### config.mk
export PLATFORM = sky130hd
export DESIGN_NAME = ecu_fetch
export DESIGN_NICKNAME = d
export VERILOG_FILES = /design/src/rtl/ecu_fetch.sv
export SDC_FILE = /design/constraint.sdc
export NUM_CORES = 1
export LEC_CHECK = 0
export ABC_AREA = 1
export BUFFER_PORTS_ARGS = -buffer_cell sky130_fd_sc_hd__buf_4
export CAP_MARGIN = 20
export CORE_UTILIZATION = 40
export DETAILED_ROUTE_END_ITERATION = 8
export PLACE_DENSITY = 0.66
export SLEW_MARGIN = 20
export SYNTH_ARGS = -nofsm -noshare
export SYNTH_HDL_FRONTEND = slang
export SYNTH_SLANG_ARGS = --single-unit
### constraint.sdc
create_clock -name clk -period 13 [get_ports clk]
set_input_delay 3.25 -clock clk [delete_from_list [all_inputs] [get_ports clk]]
set_output_delay 3.25 -clock clk [all_outputs]
set_load 0.1 [all_outputs]
### src/rtl/ecu_fetch.sv
// Byte-granular instruction prefetch queue for the execution control unit.
// Fills from a req/ack memory port and presents a 4-byte window to the decoder.
module ecu_fetch #(
  parameter int AW    = 16,
  parameter int FW    = 32,
  parameter int DEPTH = 8
) (
  input  logic                       clk,
  input  logic                       rst,
  output logic                       mem_req,
  output logic [AW-1:0]              mem_addr,
  input  logic                       mem_ack,
  input  logic [FW-1:0]              mem_data,
  input  logic                       redir,
  input  logic [AW-1:0]              redir_addr,
  output logic [31:0]                win,
  output logic [$clog2(DEPTH+1)-1:0] avail,
  output logic [AW-1:0]              ipc,
  input  logic                       pop,
  input  logic [1:0]                 pop_len,
  output logic                       err
);

  localparam int FB = FW / 8;
  localparam int PW = $clog2(DEPTH);
  localparam int CW = $clog2(DEPTH + 1);
  localparam int SW = $clog2(FB);

  typedef enum logic [0:0] {
    IDLE = 1'b0,
    REQ  = 1'b1
  } state_e;

  state_e        state_q, state_d;
  logic          mem_req_q, mem_req_d;
  logic [AW-1:0] mem_addr_q, mem_addr_d;
  logic [PW-1:0] rd_ptr_q, rd_ptr_d;
  logic [PW-1:0] wr_ptr_q, wr_ptr_d;
  logic [CW-1:0] count_q, count_d;
  logic [AW-1:0] ipc_q, ipc_d;
  logic          err_q, err_d;
  logic [SW-1:0] skip_q, skip_d;
  logic [7:0]    qbuf_q [DEPTH];
  logic [7:0]    qbuf_d [DEPTH];

  logic [CW-1:0] free_cur;
  logic [CW-1:0] pop_n;
  logic [CW-1:0] push_n;
  logic [CW-1:0] pop_sub;
  logic          pop_ok;
  logic          push_en;
  logic          pop_en;

  // NOTE: every signal written here gets a default first, so no path leaves
  // a value unassigned and no latch is inferred.
  always_comb begin
    state_d    = state_q;
    mem_req_d  = mem_req_q;
    mem_addr_d = mem_addr_q;
    rd_ptr_d   = rd_ptr_q;
    wr_ptr_d   = wr_ptr_q;
    count_d    = count_q;
    ipc_d      = ipc_q;
    err_d      = 1'b0;
    skip_d     = skip_q;
    qbuf_d     = qbuf_q;

    free_cur = CW'(DEPTH) - count_q;
    pop_n    = CW'(pop_len) + CW'(1);
    pop_ok   = (pop_n <= count_q);
    push_en  = (state_q == REQ) && mem_ack && !redir;
    pop_en   = pop && pop_ok && !redir;
    push_n   = push_en ? (CW'(FB) - CW'(skip_q)) : '0;
    pop_sub  = pop_en ? pop_n : '0;

    // Bytes below skip belong to addresses before an unaligned redirect target.
    if (push_en) begin
      for (int i = 0; i < FB; i++) begin
        if (SW'(i) >= skip_q) begin
          qbuf_d[wr_ptr_q + PW'(i) - PW'(skip_q)] = mem_data[8*i +: 8];
        end
      end
      wr_ptr_d = wr_ptr_q + PW'(push_n);
      skip_d   = '0;
    end

    if (pop_en) begin
      rd_ptr_d = rd_ptr_q + PW'(pop_n);
      ipc_d    = ipc_q + AW'(pop_n);
    end
    err_d   = pop && !redir && !pop_ok;
    count_d = count_q + push_n - pop_sub;

    unique case (state_q)
      IDLE: begin
        if (free_cur >= CW'(FB)) begin
          state_d   = REQ;
          mem_req_d = 1'b1;
        end
      end
      REQ: begin
        // Address always advances on an ack so a later refill resumes in sequence.
        if (push_en) begin
          mem_addr_d = mem_addr_q + AW'(FB);
          if ((CW'(DEPTH) - count_d) < CW'(FB)) begin
            state_d   = IDLE;
            mem_req_d = 1'b0;
          end
        end
      end
      default: begin
        state_d   = IDLE;
        mem_req_d = 1'b0;
      end
    endcase

    if (redir) begin
      state_d    = IDLE;
      mem_req_d  = 1'b0;
      mem_addr_d = {redir_addr[AW-1:SW], {SW{1'b0}}};
      skip_d     = redir_addr[SW-1:0];
      rd_ptr_d   = '0;
      wr_ptr_d   = '0;
      count_d    = '0;
      ipc_d      = redir_addr;
    end
  end

  // NOTE: sequential state uses non-blocking assignments so every flop samples
  // pre-edge values regardless of statement order.
  always_ff @(posedge clk) begin
    if (rst) begin
      state_q    <= IDLE;
      mem_req_q  <= 1'b0;
      mem_addr_q <= '0;
      rd_ptr_q   <= '0;
      wr_ptr_q   <= '0;
      count_q    <= '0;
      ipc_q      <= '0;
      err_q      <= 1'b0;
      skip_q     <= '0;
    end else begin
      state_q    <= state_d;
      mem_req_q  <= mem_req_d;
      mem_addr_q <= mem_addr_d;
      rd_ptr_q   <= rd_ptr_d;
      wr_ptr_q   <= wr_ptr_d;
      count_q    <= count_d;
      ipc_q      <= ipc_d;
      err_q      <= err_d;
      skip_q     <= skip_d;
    end
  end

  // NOTE: the byte storage is not reset; entries at or beyond count are masked
  // in the window, so stale contents are never observable.
  always_ff @(posedge clk) begin
    qbuf_q <= qbuf_d;
  end

  always_comb begin
    win = '0;
    for (int k = 0; k < 4; k++) begin
      if (CW'(k) < count_q) begin
        win[8*k +: 8] = qbuf_q[rd_ptr_q + PW'(k)];
      end
    end
  end

  assign mem_req  = mem_req_q;
  assign mem_addr = mem_addr_q;
  assign avail    = count_q;
  assign ipc      = ipc_q;
  assign err      = err_q;

endmodule

# == Yosys cells after proc, flatten, opt, wreduce, memory -nomap -nowiden ==
# Index checks and enable logic that the tools add are counted.
# op_classes
n_addsub,20
eq_ne,3
n_reduce_logical,19
muxes,52
n_lt_le_gt_ge,23
n_bitwise,9
# op_table
operator,n
$mux 64,7
$bwmux 64,4
$mux 8,16
$bmux 8 s3,4
$demux 8 s3,4
$mux 16,5
$ge 4x4->1 const B,8
$not 3->4,8
$add 16x3->16,1
$add 16x3->16 const B,1
$lt 4x1->1 const B,4
$add 3x2->3 const B,4
$sub 3x2->3,4
$logic_and 1x1->1,10
$lt 1x4->1 const A,2
$lt 2x4->1 const A,2
$sub 4x4->4 const A,2
$add 3x1->3 const B,2
$add 3x3->3,2
$mux 1,6
$reduce_bool 2->1,3
$add 4x4->4,1
$ge 1x2->1 const A,2
$ge 2x2->1 const A,2
other kinds (17),22
# totals
out_inout_bits,70
inputBits,55
elab_cells,144
regBits,111

# == Logic depth before layout (Yosys ltp) ==
# depth
ltp_word,17
ltp_mapped,20
depth_no_buf,19

# == Worst setup path after synthesis ==
# OpenSTA, ideal clock, no wires.
# synth_path
path_kind,input to register
startpoint,input mem_ack
endpoint,register mem_req_q (netlist: mem_req)
required_time_ps,12881
t_arrival_ps,7526
setup_ps,119
cell_stages,13
path_slack_ps,5355
n_path_buf,1
path_cell_list,nand2_1 > nor2_2 > clkbuf_1 > nand2_1 > fa_1 > inv_1 > fa_1 > xnor2_1 > nand2_1 > nand3_1 > nand3_1 > nand2_1 > nor2_1
# synth_between
elab_chain_cells,9
elab_cells_between_ends,10
classes_between,add/sub (3); order compare (1); eq/ne (2); mux (1); reduce/logical (3)
# synth_lines
element,line,text
from (decl),12,"input logic mem_ack,"
$logic_and 1x1->1 (*) (2 in series),71,push_en = (state_q == REQ) && mem_ack && !redir;
net push_en,51,logic push_en;
$mux 4,73,push_n = push_en ? (CW'(FB) - CW'(skip_q)) : '0;
$add 4x4->4,92,count_d = count_q + push_n - pop_sub;
$sub 4x3->4,92,
$sub 4x4->4,105,if ((CW'(DEPTH) - count_d) < CW'(FB)) begin
$lt 4x3->1,105,
$ne 2x1->1 (no line),n/a,
$reduce_and 3->1 (no line) (*),n/a,
to (signal assigned),144,mem_req_q <= mem_req_d;
to (decl),35,"logic mem_req_q, mem_req_d;"
# Mark *: on every way through the listed nets, which the timed path passes. The rest lies on a longest branch.
# A chain may end at the register's enable or synchronous reset.

# == Worst setup path after layout ==
# layout_path
startpoint,register rd_ptr_q[0]
endpoint,output win[26]
# layout_between
elab_chain_cells,6
# layout_lines
element,line,text
from (decl),37,"logic [PW-1:0] rd_ptr_q, rd_ptr_d;"
from (signal assigned),146,rd_ptr_q <= rd_ptr_d;
$add 3x2->3,165,win[8*k +: 8] = qbuf_q[rd_ptr_q + PW'(k)];
$not 3->4 (not written as such),165,
$bmux 8 s3,165,
$mux 8 (not written as such) (2 in series),165,
$mux 8,164,if (CW'(k) < count_q) begin
to (decl),16,"output logic [31:0] win,"
# No other way between the ends. The select of a mux whose other input is x is not followed.

==> out/qor.txt <==
Leakage power - 5.55 nW
Commonest cells post-synth - nand2_1 (524), inv_1 (203), nor2_1 (188)
Arr. time, crit path - 4090 ps
Vias per cell - 5.77
Worst-path fanout max - 131
NumNets Final - 1,917
Setup total negative slack - 0 ps
Synth Instances - 1,789
GRT Overall Usage - 29.0%
Dpl ws - 6110 ps
Yosys reg bits - 109
CP dominant cell by count - inv_1
Die area - 0.0281 sq mm
Reg-to-reg slack, setup - 9140 ps
Total power density per cell area - 108 mW/mm^2
H-Tree Level Count - 3
Post-route ant nets - 0
Starting density of the core - 40.7%
Post-synth EDFFs - 64
Post-synth ARST share - 0%
Critical path buffers and inverters - 3
Syn_area_per_cell - 6.14 sq um
Final slew viol count - 0
Hold_ws - 524 ps
Die Span Y - 168 um
DP Cell Count - 2,159
Setup Fix Bufs, Post-CTS - 0
Area leader, netlist - nand2_1
Critical Path Start Type - register
Fin util - 45.2%
Final period util - 56.4%
Clk_skew - 14.3 ps
Area growth, synth to finish - 11.0%
Achievable Freq - 136 MHz
Layout cells sized above 1 - 11.2%
HPWL after DPL - 31.8 mm
# DRC - 0
Post-cts sizing count - 0
Top delay family on crit path - buffers and inverters
Final GP Congestion - 0.973
Critical path class - reg2out
Rows - 60
Most frequent cell after synthesis - nand2_1
Fill count - 2,840
Antenna cells - 0
Via count - 12,549
CTS tree - built
Cts hold-fix bufs - 0
Vias in the first global route - 10,243
Stages on worst setup path - 7
Hold Fails Final Rpt - 0
Tot Pwr - 1.31 mW
Top-area cell type share of the netlist area - 17.9%
Sink Count - 109
Area of the mapped netlist - 0.0110 sq mm
Worst-Skew Late Latency - 380 ps
Relative slew slack - 34.8%
First-pass detailed-route iteration total - 6
Max incr delay on CP - 980 ps
Worst VDD drop - 0.0874 mV
Initial antenna violation count - 0
I/O Buffers - 122
Die Wd - 168 um
HP Class - reg2reg
Crit path cell chain - inv_1, ha_1, inv_1, nand2_1, o211ai_1, a21oi_1, buf_4
Top-Level Pins - 125
GR Overflow Total - 0
Post-route cell area - 0.0122 sq mm
Post-Route WL - 42.0 mm
Yosys synthesis warning count - 0
CTS Buffer Depth - 2
Final min period - 7340 ps
Largest net degree at the start of global routing - 132
Final std cells w/o fill - 2,175
Sequential area share after synthesis - 25.7%
Synth area leaders - nand2_1 (18%), edfxtp_1 (18%), dfxtp_1 (8.2%)
Status - complete, no violations
Placed Area - 0.0119 sq mm
First-pass GRT wire length - 62.9 mm
R2R cell count - 9
Final worst setup slack - 5660 ps
RSZ-0062 raised after global routing - no
CP max stage cell - dfxtp_4
Max Cap Viol - 0
Clock slew at reported path FFs - 90 ps
WL/cell - 19.3 um
Root Driver - clkbuf_16
Core area - 0.0270 sq mm
CP required - 9750 ps
Hold Crit Depth - 2
Netlist cell types - 47
Worst-margin pin slew - 979 ps
Endpoints failing setup - 0
CTS buffer count - 9
Top_reg_cell synth - edfxtp_1
CP endpoint kind - output port
First DRT Iteration DRCs - 2,207
## sequential cells by signal (all words and copies together) (netlist names)
register,flops
ipc,16
avail,4
skip_q,2
rd_ptr_q,3
wr_ptr_q,3
state_q,1
qbuf_q,64
mem_req,1
mem_addr,14
err,1
## layout make-up
class | instances | area, sq um | area share, %
clock inverter | 6 | 62.6 | 0.514
sequential | 109 | 2830 | 23.2
tap | 341 | 427 | 3.50
clock buffer | 10 | 229 | 1.88
inverter | 212 | 801 | 6.57
timing repair buffer | 131 | 983 | 8.07
multi-input combinational | 1366 | 6850 | 56.3
## layout by cell type, fill, tap and decap left out, drive strengths merged, types with 3 or more instances in the layout
| cell type | n |
|---|---|
| nand2 | 531 |
| inv | 214 |
| nor2 | 200 |
| nand3 | 183 |
| nand4 | 145 |
| buf | 131 |
| a21oi | 119 |
| o21ai | 92 |
| edfxtp | 64 |
| dfxtp | 45 |
| ha | 26 |
| a41oi | 12 |
| o211ai | 10 |
| clkbuf | 10 |
| xnor2 | 9 |
| a31oi | 9 |
| or2 | 7 |
| fa | 7 |
| nor3 | 4 |
| clkinv | 4 |
| xor2 | 3 |
| nand3b | 3 |
## tightest hold or removal path, cell delays in order (launching register included)
cell and delay [ps]:
dfxtp_1 330, nor2_1 100, a211oi_1 50
## final timing paths
| kind | start | end |
|---|---|---|
| worst min-delay path | wr_ptr_q[1] | wr_ptr_q[1] |
| worst max register to register | wr_ptr_q[1] | qbuf_q[11] |
| worst max-delay path | rd_ptr_q[0] | win[26] |
| worst min register to register | wr_ptr_q[1] | wr_ptr_q[1] |
## power by group
| group | leakage (nW) | switching [mW] | internal (mW) |
|---|---|---|---|
| Combinational | 4.46 | 0.469 | 0.140 |
| Clock | 0.142 | 0.154 | 0.136 |
| Sequential | 0.950 | 0.0224 | 0.390 |
## metal layers
metal,share of wire (%),wire (um),global-route usage [%]
met1,46,19200,44.8
met2,42,17600,41.4
met3,11,4510,4.56
met4,1.6,684,6.42
met5,0,0,0
## cell families (layout without fill, tap and decap cells)
| kind of cell | count (synthesis) | count (layout) | share of synthesized area (%) |
|---|---|---|---|
| other | 1 | 2 | 0.0342 |
| DFF | 109 | 109 | 25.7 |
| AOI/OAI and AO/OA | 246 | 246 | 12.2 |
| xor gates and xnor gates | 12 | 12 | 0.957 |
| buffers and inverters | 315 | 359 | 12.0 |
| adders and majority gates | 33 | 33 | 4.24 |
| and+or+nand+nor | 1073 | 1073 | 44.9 |
(Power assumes the default switching activity.)
